### src/rtl/hazard_scoreboard.sv
// Register scoreboard between decode and the writeback delay line: holds issue
// while an older in-flight instruction still owes a write to a source register.
module hazard_scoreboard #(
  parameter int LATENCY = 3,
  parameter int CNT_W   = 16
) (
  input  logic             clk,
  input  logic             reset,
  input  logic             issue_valid,
  input  logic [4:0]       issue_rs1,
  input  logic             issue_rs1_used,
  input  logic [4:0]       issue_rs2,
  input  logic             issue_rs2_used,
  input  logic [4:0]       issue_rd,
  input  logic             issue_rd_we,
  input  logic             flush,
  output logic             issue_ready,
  output logic             wb_valid,
  output logic [4:0]       wb_rd,
  output logic [CNT_W-1:0] stall_count
);

  logic [LATENCY-1:0] slot_valid;
  logic [4:0]         slot_rd [LATENCY];
  logic               rs1_hit;
  logic               rs2_hit;
  logic               hazard;
  logic               fire;

  // The exit slot is still pending: its write lands after decode reads the file.
  always_comb begin
    rs1_hit = 1'b0;
    rs2_hit = 1'b0;
    for (int i = 0; i < LATENCY; i++) begin
      if (slot_valid[i] && slot_rd[i] == issue_rs1) rs1_hit = 1'b1;
      if (slot_valid[i] && slot_rd[i] == issue_rs2) rs2_hit = 1'b1;
    end
  end

  assign hazard      = (issue_rs1_used && issue_rs1 != 5'd0 && rs1_hit) ||
                       (issue_rs2_used && issue_rs2 != 5'd0 && rs2_hit);
  assign issue_ready = !hazard && !flush;
  assign fire        = issue_valid && issue_ready;

  always_ff @(posedge clk or negedge reset) begin
    if (!reset) begin
      for (int i = 0; i < LATENCY; i++) begin
        slot_valid[i] <= 1'b0;
        slot_rd[i]    <= 5'd0;
      end
    end else begin
      if (fire) begin
        slot_valid[0] <= issue_rd_we && issue_rd != 5'd0;
        slot_rd[0]    <= issue_rd;
      end else begin
        slot_valid[0] <= 1'b0;
        slot_rd[0]    <= 5'd0;
      end
      // A flush squashes the youngest entry as it moves out of slot 0.
      for (int i = 1; i < LATENCY; i++) begin
        if (i == 1 && flush) begin
          slot_valid[i] <= 1'b0;
          slot_rd[i]    <= 5'd0;
        end else begin
          slot_valid[i] <= slot_valid[i-1];
          slot_rd[i]    <= slot_rd[i-1];
        end
      end
    end
  end

  always_ff @(posedge clk or negedge reset) begin
    if (!reset) begin
      stall_count <= '0;
    end else if (issue_valid && hazard && !flush && stall_count != '1) begin
      stall_count <= stall_count + CNT_W'(1);
    end
  end

  assign wb_valid = slot_valid[LATENCY-1];
  assign wb_rd    = slot_rd[LATENCY-1];

endmodule

### config.mk
export PLATFORM = sky130hd
export DESIGN_NAME = hazard_scoreboard
export DESIGN_NICKNAME = d
export VERILOG_FILES = /design/src/rtl/hazard_scoreboard.sv
export SDC_FILE = /design/constraint.sdc
export NUM_CORES = 1
export LEC_CHECK = 0
export CAP_MARGIN = 30
export CORE_ASPECT_RATIO = 1.1
export CORE_UTILIZATION = 41
export DETAILED_ROUTE_END_ITERATION = 6
export GPL_TIMING_DRIVEN = 1
export HOLD_SLACK_MARGIN = 0.05
export PLACE_DENSITY = 0.68
export SLEW_MARGIN = 30
export SYNTH_ARGS = -nofsm -noshare
export SYNTH_HDL_FRONTEND = slang
export SYNTH_SLANG_ARGS = --single-unit
### constraint.sdc
create_clock -name clk -period 3.95 [get_ports clk]
set_input_delay 0.5925 -clock clk [delete_from_list [all_inputs] [get_ports clk]]
set_output_delay 0.5925 -clock clk [all_outputs]
set_load 0.01 [all_outputs]
# Word-level counts from Yosys, hierarchy flattened
# Index checks and enable logic that the tools add are counted.
dict set report word_totals {
  ff_bits 34
  in_bits 22
  word_cells 45
}
dict set report op_classes {
  reduce_logical 22
  add_sub_neg 1
  muxes 10
  eq_ne 7
}
# operator count
set ops {}
lappend ops {{$eq 5x5->1} 6}
lappend ops {{$add 16x1->16 const B} 1}
lappend ops {{$logic_and 1x1->1} 16}
lappend ops {{$ne 16x16->1 const B} 1}
lappend ops {{$reduce_bool 5->1} 3}
lappend ops {{$mux 5} 2}
lappend ops {{$mux 1} 8}
lappend ops {{$logic_not 1->1} 2}
lappend ops {{$logic_or 1x1->1} 1}

# Longest topological paths before layout
dict set report depth {
  depth_word 11
  mapped_depth 7
  mapped_depth_nobuf 7
}

# Least setup slack after synthesis
# OpenSTA, ideal clock, no wires.
dict set report synth_timing {
  path_kind {input port to output port}
  start {input port issue_rs1[0]}
  end {output port issue_ready}
  path_buffers 0
  path_slack_ps 1414
  cell_stages 5
  t_required_ps 3357
  arrival_time_ps 1944
  cell_sequence {or4_1 > o21ai_0 > a31o_2 > and2_1 > nor2b_1}
}
dict set report synth_via {
  elab_chain_len 9
  word_cells_on_any_way 15
}
# element line
set synth_rtl {}
lappend synth_rtl {{start, declared} 10} ;# input logic [4:0] issue_rs1,
lappend synth_rtl {{$eq 5x5->1} 35} ;# if (slot_valid[i] && slot_rd[i] == issue_rs1) rs1_hit = 1'b1;
lappend synth_rtl {{$logic_and 1x1->1} 35}
lappend synth_rtl {{$mux 1 (3 in series)} 35}
lappend synth_rtl {{$logic_and 1x1->1 *} 40} ;# assign hazard = (issue_rs1_used && issue_rs1 != 5'd0 && rs1_hit) ||
lappend synth_rtl {{$logic_or 1x1->1 *} 40}
lappend synth_rtl {{$logic_not 1->1 *} 42} ;# assign issue_ready = !hazard && !flush;
lappend synth_rtl {{$logic_and 1x1->1 *} 42}
lappend synth_rtl {{end, declared} 17} ;# output logic issue_ready,
# Mark *: on every way between the ends. The rest lies on a longest branch, timed or not.

# Final worst setup path
dict set report layout_timing {
  start {input port issue_rs2[2]}
  end {output port issue_ready}
}
dict set report layout_via {
  elab_chain_len 9
  word_cells_on_any_way 15
}
# element line
set layout_rtl {}
lappend layout_rtl {{start, declared} 12} ;# input logic [4:0] issue_rs2,
lappend layout_rtl {{$eq 5x5->1} 36} ;# if (slot_valid[i] && slot_rd[i] == issue_rs2) rs2_hit = 1'b1;
lappend layout_rtl {{$logic_and 1x1->1} 36}
lappend layout_rtl {{$mux 1 (3 in series)} 36}
lappend layout_rtl {{$logic_and 1x1->1 *} 41} ;# (issue_rs2_used && issue_rs2 != 5'd0 && rs2_hit);
lappend layout_rtl {{$logic_or 1x1->1 *} 40}
lappend layout_rtl {{$logic_not 1->1 *} 42}
lappend layout_rtl {{$logic_and 1x1->1 *} 42}
# Marks and branches as above.

==> flow_summary_export.csv <==
group,metric,value,unit
floorplan,die-area,0.00496,mm^2
power_and_ir_drop,power,0.000740,W
yosys,synth_area_per_cell,11.6,um^2
yosys,synthesis.instances,165,
layout,stdcell_count,265,
yosys,seq_area_frac_synth,44.3,%
job,cap_violations,0,
critical_path,critical_path.cell_chain,"clkdlybuf4s50_1 -> xor2_1 -> nor4_1 -> nand3_1 -> a31o_4 -> and2_1 -> nor2b_1 -> clkdlybuf4s50_1",
grt,grt_pass1_wl,6880,um
sta,relSlewSlack,47.5,%
critical_path,r2r-start,"stall_count[0]$_DFFE_PN0P_",
floorplan,coreArea,0.00438,mm^2
layout,layout_commonest_cell,"clkdlybuf4s50_1",
clock_network,ctsHoldBuffers,0,
clock_network,numCtsBuffers,5,
power_and_ir_drop,power_density,297,mW/mm^2
clock_network,clockBufferDepth,2,
sta,setup_viol,0,
layout,layout.cells.most_common_list,"44 x clkdlybuf4s50_1, 39 x xor2_1, 34 x dfrtp_1",
yosys,yosys.cell_types.count,31,
yosys,yosysTopAreaCell,"dfrtp_1",
clock_network,cts.sinks,34,
yosys,ys_ff_latch,34,
sta,fin_ws,0.416,ns
grt,antenna_found_initial,0,
sta,fin_crit,3.53,ns
run_status,status,"finished, final reports clean",
route,wl,4260,um
layout,area_growth,29.7,%
layout,drive_above_1_share,13.7,%
critical_path,reg2reg_depth,6,
clock_network,ctsResizeCount,0,
sta,rsz0062_at_grt,"no",
placed_design,dp.cells,257,
critical_path,regToRegSetupSlack,1.58,ns
clock_network,clockRootBuffer,"clkbuf_8",
floorplan,dieHeight,73.8,um
clock_network,h-tree-depth,2,
critical_path,slowest_delay,0.53,ns
grt,grt-ovfl-total,0,
route,drtPass1Iterations,4,
critical_path,crit_fanout,7,
power_and_ir_drop,peakVddDrop,0.147,mV
placed_design,numPortBuffers,44,
critical_path,end_kind,"primary output",
clock_network,insertion_delay,0.28,ns
yosys,synth_area_leaders,"dfrtp_1 44%, xor2_1 18%, a211oi_2 4.6%",
hold_path,holdPathStages,0,
route,drcViolationCount,0,
critical_path,start_kind,"input pin",
yosys,syn-cell-area,0.00192,mm^2
route,num_vias,1428,
layout,final_nets,233,
route,wl_per_cell,16.1,um
grt,grt_pass1_vias,1404,
sta,fmax,0.283,GHz
route,ant_nets,0,
critical_path,path_class,"input pin to primary output",
hold_path,hp-class,"flip-flop to flip-flop",
yosys,yosysTopAreaCellShare,44.3,%
critical_path,crit_top_cell,"clkdlybuf4s50_1",
layout,fillers,391,
placed_design,pre_cts_ws,0.440,ns
sta,fin_skew,0.00487,ns
floorplan,start_util,43.8,%
critical_path,r2r_end,"stall_count[1]$_DFFE_PN0P_",
clock_network,clk_pin_slew_worst_paths,0.06,ns
sta,finalHoldViolations,0,
sta,slew_viol_final,0,
clock_network,tritoncts,"built",
floorplan,ios,45,
grt,grt_max_degree,35,
hold_path,min_from,"slot_valid[1]$_DFF_PN0_",
yosys,syn_nets,188,
layout,diodes,0,
grt,grt.total_usage,18.8,%
critical_path,critical_path_arrival,2.94,ns
hold_path,whs_endpoint,"slot_valid[2]$_DFF_PN0_",
floorplan,die_width,67.2,um
sta,tightest_slew,0.787,ns
placed_design,gp_congestion,0.972,
yosys,yosysWarnings,0,
critical_path,slowest_stage,"clkdlybuf4s50_1",
sta,fin_crit_sh,89.5,%
placed_design,hpwl,3200,um
floorplan,rows,25,
clock_network,post_cts_buffers,0,
power_and_ir_drop,p_leak,1.10,nW
route,drt_iter0_markers,48,
sta,setup_tns,0,ns
critical_path,cp.required,3.36,ns
route,via_per_inst,5.39,
sta,holdWs,0.428,ns
==> per-layer routing <==
layer  wire (um)  vias up  GRT usage [%]
met5           0        -              0
met4          69        0           7.33
met3         170        5           4.35
met2        2110       44           30.6
met1        1910      702           24.0
li1            -      677              -
==> synth_stat cells <==
cell	instances
a2111oi_4	1
a21oi_1	3
buf_6	2
a21oi_4	1
o2111a_1	1
nor4_2	1
mux2_4	1
xor2_1	39
o31ai_4	1
a2111oi_2	3
o21ai_0	2
xnor2_1	6
nor2b_1	8
and2_1	1
inv_1	1
a31o_4	1
nor4_1	7
nand4_1	3
dfrtp_1	34
nand3_1	14
buf_4	6
and3_1	7
or4_1	3
nor2_1	2
a211oi_2	7
nand2b_1	1
ha_1	1
nand2_1	5
clkbuf_1	1
or3_4	1
a31o_2	1
==> power by group <==
| group | internal (W) | total [W] | switching [W] |
|---|---|---|---|
| sequential | 0.000355 | 0.000364 | 0.00000841 |
| clock | 0.000176 | 0.000294 | 0.000118 |
| combinational | 0.0000428 | 0.0000824 | 0.0000396 |
| total | 0.000574 | 0.000740 | 0.000166 |
==> how the worst max path moves through the flow <==
stage,startpoint,slack [ns],to,cells past startpoint
2_1_floorplan,issue_rs1[0],1.41,issue_ready,5
3_3_place_gp,issue_rs2[2],0.47,issue_ready,8
3_5_place_dp,issue_rs2[2],0.44,issue_ready,8
4_1_cts,issue_rs2[2],0.43,issue_ready,8
5_1_grt,issue_rs2[0],0.26,issue_ready,7
6_report,issue_rs2[2],0.42,issue_ready,8
==> area by class of cell <==
type	instances	area (um^2)	share of cell area (%)
flip-flops and latches	34	851	34.2
clock buffers	8	110	4.42
repair buffers	47	463	18.6
inverters	1	3.75	0.151
multi-input cells	121	993	39.9
well taps	54	67.6	2.71
==> sequential cells by signal (all words and copies together) (netlist names) <==
| register | cells |
|---|---|
| stall_count | 16 |
| slot_rd | 10 |
| wb_rd | 5 |
| slot_valid | 3 |
==> kinds of logic after synthesis <==
family | Yosys count | share of synthesized area (%)
simple gates | 53 | 16.2
xor+xnor | 45 | 20.5
flops | 34 | 44.3
compound gates | 21 | 13.6
buf+inv | 10 | 3.91
mux | 1 | 0.782
fa+ha+maj | 1 | 0.652
==> stage by stage <==
| step | cell area [um^2] | utilization, % |
|---|---|---|
| final | 2490 | 56.8 |
| after global routing | 2490 | 56.8 |
| after CTS | 2490 | 56.8 |
| after detailed placement | 2380 | 54.3 |
| after global placement | 2380 | 54.3 |
| after floorplan | 1920 | - |
==> critical path, delay by kind of cell <==
family / cells / cell delay, ns
xor+xnor: 1 / 0.20
compound gates: 1 / 0.25
simple gates: 4 / 0.88
buf+inv: 2 / 1.02
(Power assumes the default switching activity.)
